File: src/rtl/fpmu_result_tx.sv
// FP16 multiply result transmitter: normalizes a raw product, rounds, packs to half precision
// and streams it as two bytes. Build option: FPMU_TX_ROUND_EN (RNE rounding; truncation when undefined).
module fpmu_result_tx #(
  parameter int unsigned BIAS = 15
) (
  input  logic        clk,
  input  logic        rst,
  input  logic        in_valid,
  output logic        in_ready,
  input  logic        in_sign,
  input  logic [5:0]  in_exp,
  input  logic [21:0] in_mant,
  output logic [7:0]  tx_data,
  output logic        tx_valid,
  input  logic        tx_ack,
  output logic        busy,
  output logic        ovf,
  output logic        unf
);

  localparam int unsigned EXP_W  = 6;
  localparam int unsigned MANT_W = 22;
  localparam int unsigned SIG_W  = 11;
  localparam int unsigned E_W    = 7;
  localparam int unsigned RES_W  = 16;

  typedef enum logic [2:0] {
    IDLE    = 3'd0,
    NORM    = 3'd1,
    ROUND   = 3'd2,
    SEND_HI = 3'd3,
    SEND_LO = 3'd4
  } state_e;

  state_e                  state_q;
  logic                    sign_q;
  logic [EXP_W-1:0]        exp_q;
  logic [MANT_W-1:0]       mant_q;
  logic [SIG_W-1:0]        sig_q;
  logic signed [E_W-1:0]   e_q;
  logic                    zero_q;
  logic [RES_W-1:0]        result_q;
  logic [7:0]              tx_data_q;
  logic                    tx_valid_q;
  logic                    ovf_q;
  logic                    unf_q;
`ifdef FPMU_TX_ROUND_EN
  logic                    guard_q;
  logic                    sticky_q;
  logic                    guard_d;
  logic                    sticky_d;
`endif

  logic [SIG_W-1:0]        sig_d;
  logic signed [E_W-1:0]   e_d;
  logic                    zero_d;
  logic                    inc_d;
  logic [SIG_W:0]          sig_sum_d;
  logic signed [E_W-1:0]   e_rnd_d;
  logic [9:0]              frac_d;
  logic [RES_W-1:0]        result_d;
  logic                    ovf_d;
  logic                    unf_d;

  // Normalize: a product of two 1.x significands lies in [1,4); bit 21 selects the extra shift.
  always_comb begin
    sig_d  = mant_q[21] ? mant_q[21:11] : mant_q[20:10];
    e_d    = E_W'(exp_q) - E_W'(BIAS) + E_W'(mant_q[21]);
    zero_d = (mant_q == '0);
`ifdef FPMU_TX_ROUND_EN
    guard_d  = mant_q[21] ? mant_q[10] : mant_q[9];
    sticky_d = mant_q[21] ? (|mant_q[9:0]) : (|mant_q[8:0]);
`endif
  end

  // Round and pack; a carry out of the significand bumps the exponent.
  always_comb begin
`ifdef FPMU_TX_ROUND_EN
    inc_d = guard_q & (sticky_q | sig_q[0]);
`else
    inc_d = 1'b0;
`endif
    sig_sum_d = {1'b0, sig_q} + (SIG_W+1)'(inc_d);
    if (sig_sum_d[SIG_W]) begin
      frac_d  = sig_sum_d[10:1];
      e_rnd_d = e_q + E_W'(1);
    end else begin
      frac_d  = sig_sum_d[9:0];
      e_rnd_d = e_q;
    end

    result_d = {sign_q, 15'h0};
    ovf_d    = 1'b0;
    unf_d    = 1'b0;
    if (zero_q) begin
      result_d = {sign_q, 15'h0};
    end else if (e_rnd_d >= 7'sd31) begin
      result_d = {sign_q, 5'h1F, 10'h0};
      ovf_d    = 1'b1;
    end else if (e_rnd_d <= 7'sd0) begin
      result_d = {sign_q, 15'h0};
      unf_d    = 1'b1;
    end else begin
      result_d = {sign_q, e_rnd_d[4:0], frac_d};
    end
  end

  // Control FSM with registered byte-stream outputs.
  always_ff @(posedge clk or posedge rst) begin
    if (rst) begin
      state_q    <= IDLE;
      sign_q     <= 1'b0;
      exp_q      <= '0;
      mant_q     <= '0;
      sig_q      <= '0;
      e_q        <= '0;
      zero_q     <= 1'b0;
      result_q   <= '0;
      tx_data_q  <= 8'h00;
      tx_valid_q <= 1'b0;
      ovf_q      <= 1'b0;
      unf_q      <= 1'b0;
`ifdef FPMU_TX_ROUND_EN
      guard_q    <= 1'b0;
      sticky_q   <= 1'b0;
`endif
    end else begin
      case (state_q)
        IDLE: begin
          if (in_valid) begin
            sign_q  <= in_sign;
            exp_q   <= in_exp;
            mant_q  <= in_mant;
            ovf_q   <= 1'b0;
            unf_q   <= 1'b0;
            state_q <= NORM;
          end
        end
        NORM: begin
          sig_q    <= sig_d;
          e_q      <= e_d;
          zero_q   <= zero_d;
`ifdef FPMU_TX_ROUND_EN
          guard_q  <= guard_d;
          sticky_q <= sticky_d;
`endif
          state_q  <= ROUND;
        end
        ROUND: begin
          result_q   <= result_d;
          ovf_q      <= ovf_d;
          unf_q      <= unf_d;
          tx_data_q  <= result_d[15:8];
          tx_valid_q <= 1'b1;
          state_q    <= SEND_HI;
        end
        SEND_HI: begin
          if (tx_ack) begin
            tx_data_q <= result_q[7:0];
            state_q   <= SEND_LO;
          end
        end
        SEND_LO: begin
          if (tx_ack) begin
            tx_data_q  <= 8'h00;
            tx_valid_q <= 1'b0;
            state_q    <= IDLE;
          end
        end
        default: begin
          tx_data_q  <= 8'h00;
          tx_valid_q <= 1'b0;
          state_q    <= IDLE;
        end
      endcase
    end
  end

  assign in_ready = (state_q == IDLE);
  assign busy     = (state_q != IDLE);
  assign tx_data  = tx_data_q;
  assign tx_valid = tx_valid_q;
  assign ovf      = ovf_q;
  assign unf      = unf_q;

endmodule

File: config.mk
export PLATFORM = sky130hd
export DESIGN_NAME = fpmu_result_tx
export DESIGN_NICKNAME = d
export VERILOG_FILES = /design/src/rtl/fpmu_result_tx.sv
export SDC_FILE = /design/constraint.sdc
export NUM_CORES = 1
export LEC_CHECK = 0
export ABC_AREA = 1
export CAP_MARGIN = 15
export CORE_ASPECT_RATIO = 1.25
export CORE_MARGIN = 5
export CORE_UTILIZATION = 50
export CTS_BUF_LIST = sky130_fd_sc_hd__clkbuf_4
export CTS_CLUSTER_SIZE = 16
export DETAILED_ROUTE_END_ITERATION = 16
export GPL_ROUTABILITY_DRIVEN = 1
export PLACE_DENSITY_LB_ADDON = 0.2
export SYNTH_ARGS = -nofsm -noshare
export SYNTH_HDL_FRONTEND = slang
export SYNTH_SLANG_ARGS = --single-unit
File: constraint.sdc
create_clock -name clk -period 2.5 [get_ports clk]
set_clock_uncertainty 0.15 [all_clocks]
set_input_delay 0.75 -clock clk [delete_from_list [all_inputs] [get_ports clk]]
set_output_delay 0.75 -clock clk [all_outputs]
set_load 0.02 [all_outputs]
==> results.ini <==
[status]
status=finished clean

[place]
pre_cts_slack_ns=0.1621
numPortBuffers=45
gp_congestion=0.8449
post-dp-hpwl_mm=4.517
place_area_mm2=0.003640

[clock_tree]
clkLatencyLatePin_ns=0.41
cts-root-buf=clkbuf_4
clk_path_buf_depth=2
cts_tree=built
clock_sinks=69
numCtsBuffers=9
clk_pin_slew_ns=0.11
cts.htree.levels=3
cts_setup_buffers=0

[logic_synthesis]
ys_top_cells_by_count=172 x nand2_1, 69 x dfrtp_1, 29 x nor2_1
synth.most_common_cell=nand2_1
synth_fp_nets=411
synth_area_mm2=0.003049
synthCells=376
synth_flop_cell=dfrtp_1
synth_area_leader_cell=dfrtp_1
ys_seq_area_frac=0.5663
ys_async_sr_fraction=1.000
synth_seq_cells=69
synth_top_area_frac=0.5663
synth-edff-count=0
synth.distinct_cells=26
yosys-top-cells-area=dfrtp_1 57%, nand2_1 21%, nor2_1 3.6%, o21ai_0 3.4%, inv_1 3.1%
ys_warn_count=0
syn_area_per_cell_um2=8.110

[timing]
slew_violations=0
fin_crit_sh=0.9655
setup_violations=0
fin_tns_setup_ns=0
fmax_ghz=0.4143
relSlewSlack=0.6840
setup_ws_ns=0.08636
rsz0062_at_grt=no
hold_viol=0
tightest_slew_ns=0.4730
period_minus_slack_ns=2.414

[worst_setup_path]
path_class=flip-flop to output port
slowest_stage=dfrtp_1
worstPathMaxFanout=5
worst_setup_path_start_kind=flip-flop
critPathRequiredTime_ns=1.60
r2r_slack_ns=0.73
cp.arrival_ns=1.51
cpPeakStageDelay_ns=0.46
reg2reg_depth=8
reg2reg_to=e_q[4]$_DFFE_PP0P_
reg2reg_from=mant_q[21]$_DFFE_PP0P_
crit_chain=nor2_4, nand2_1, dlygate4sd2_1
cp-end-kind=output port

[worst_hold_path]
min_from=sig_q[5]$_DFFE_PP0P_
hold_path_end=result_q[5]$_DFFE_PP0P_
hp-class=flip-flop to flip-flop
hold_path_depth=2

[floorplanning]
core-area_mm2=0.005857
num_io_pins=46
dieWidth_um=79.85
die_h_um=97.31
die_area_mm2=0.007770
initial_core_util=0.5206
num_rows=31

[job]
maxCapViolations=0

[global_routing]
grt_pass1_wl_mm=10.15
grt_pass1_vias=2307
antenna_found_initial=0
grt_max_degree=32
track_usage=0.1664
grt_overflow=0

[cells_and_area]
finalNetCount=463
final_util=0.6424
fin_area_mm2=0.003762
area_delta_synth_final_pct=23.39
n_antenna_cell=0
drive_above_1_share=0.07159

[power]
powerDensity_mw_per_mm2=1191
leakagePower_uw=0.001890
power_uw=4480
peakVddDrop_v=0.0004621

[route]
drt_iter0_drc=166
wl_per_cell_um=11.52
via_count=2491
totalWireLength_mm=5.932
post-route-drc-count=0
drtAntennaViolNets=0
via_per_inst=4.837
drt_pass1_iterations=4

[sequential cells by signal, summed over array words and instances, names as in the netlist]
register / flops
exp_q: 6
unf: 1
state_q: 3
mant_q: 22
tx_valid: 1
result_q: 8
tx_data: 8
e_q: 7
sign_q: 1
zero_q: 1
sig_q: 10
ovf: 1
[power by group]
part	internal (uW)	switching [uW]
clock network	290	380
registers	1620	330
logic	717	1150
[worst max-delay path, delay by kind of cell (launching register included)]
kind | cells | cell delay (ns)
buffers and inverters | 1 | 0.35
DFF | 1 | 0.46
and+or+nand+nor | 2 | 0.30
[timing repair]
action | CTS | global route
resized for setup | 3 | 2
endpoints found under the setup margin | 2 | 2
hold buffers | 0 | 0
[metal layers]
layer / part of all wire / GRT usage
met1: 0.44 / 0.2148
met2: 0.49 / 0.2617
met3: 0.054 / 0.03896
met4: 0.019 / 0.07932
met5: 0 / 0
[cell families after synthesis]
logic type	count (synthesis)	synth area share
xor+xnor	2	0.005746
fa+ha+maj	2	0.008205
buf+inv	40	0.05293
compound gates	35	0.06565
flops	69	0.5663
simple gates	228	0.3012
[through the flow]
step / hold slack (ns) / cells
3_5_place_dp: 0.3074 / 499
3_3_place_gp: 0.3020 / 499
2_1_floorplan: 0.2922 / 376
5_1_grt: 0.3562 / 515
4_1_cts: 0.3343 / 515
6_report: 0.3318 / 515
[worst max path at each step]
stage	end	slack, ns	depth (start not counted)	start
after floorplan	in_ready	0.60	3	state_q[2]$_DFFE_PP0P_
after global placement	tx_data[1]$_DFFE_PP0P_	0.21	8	tx_ack
after detailed placement	tx_data[2]$_DFFE_PP0P_	0.16	8	tx_ack
after CTS	in_ready	0.03	4	state_q[2]$_DFFE_PP0P_
after global routing	busy	0.01	3	state_q[2]$_DFFE_PP0P_
final	busy	0.09	3	state_q[2]$_DFFE_PP0P_
[cell usage in the layout (no fill, tap or decap), drive strengths merged, types with 7 or more instances in the layout]
master / n
o21ai: 21
clkdlybuf4s50: 43
dfrtp: 69
nand2: 172
nand3: 17
nor2: 32
a31oi: 7
inv: 29
clkbuf: 10
[area by class of cell]
class | instances | area, um^2
sequential | 69 | 1727
fill | 515 | 2095
tap | 82 | 102.6
inverter | 30 | 116.4
multi-input combinational | 267 | 1166
clock inverter | 7 | 56.30
clock buffer | 9 | 67.56
timing repair buffer | 51 | 526.8
Note: power is estimated with default switching activity, not from simulation.
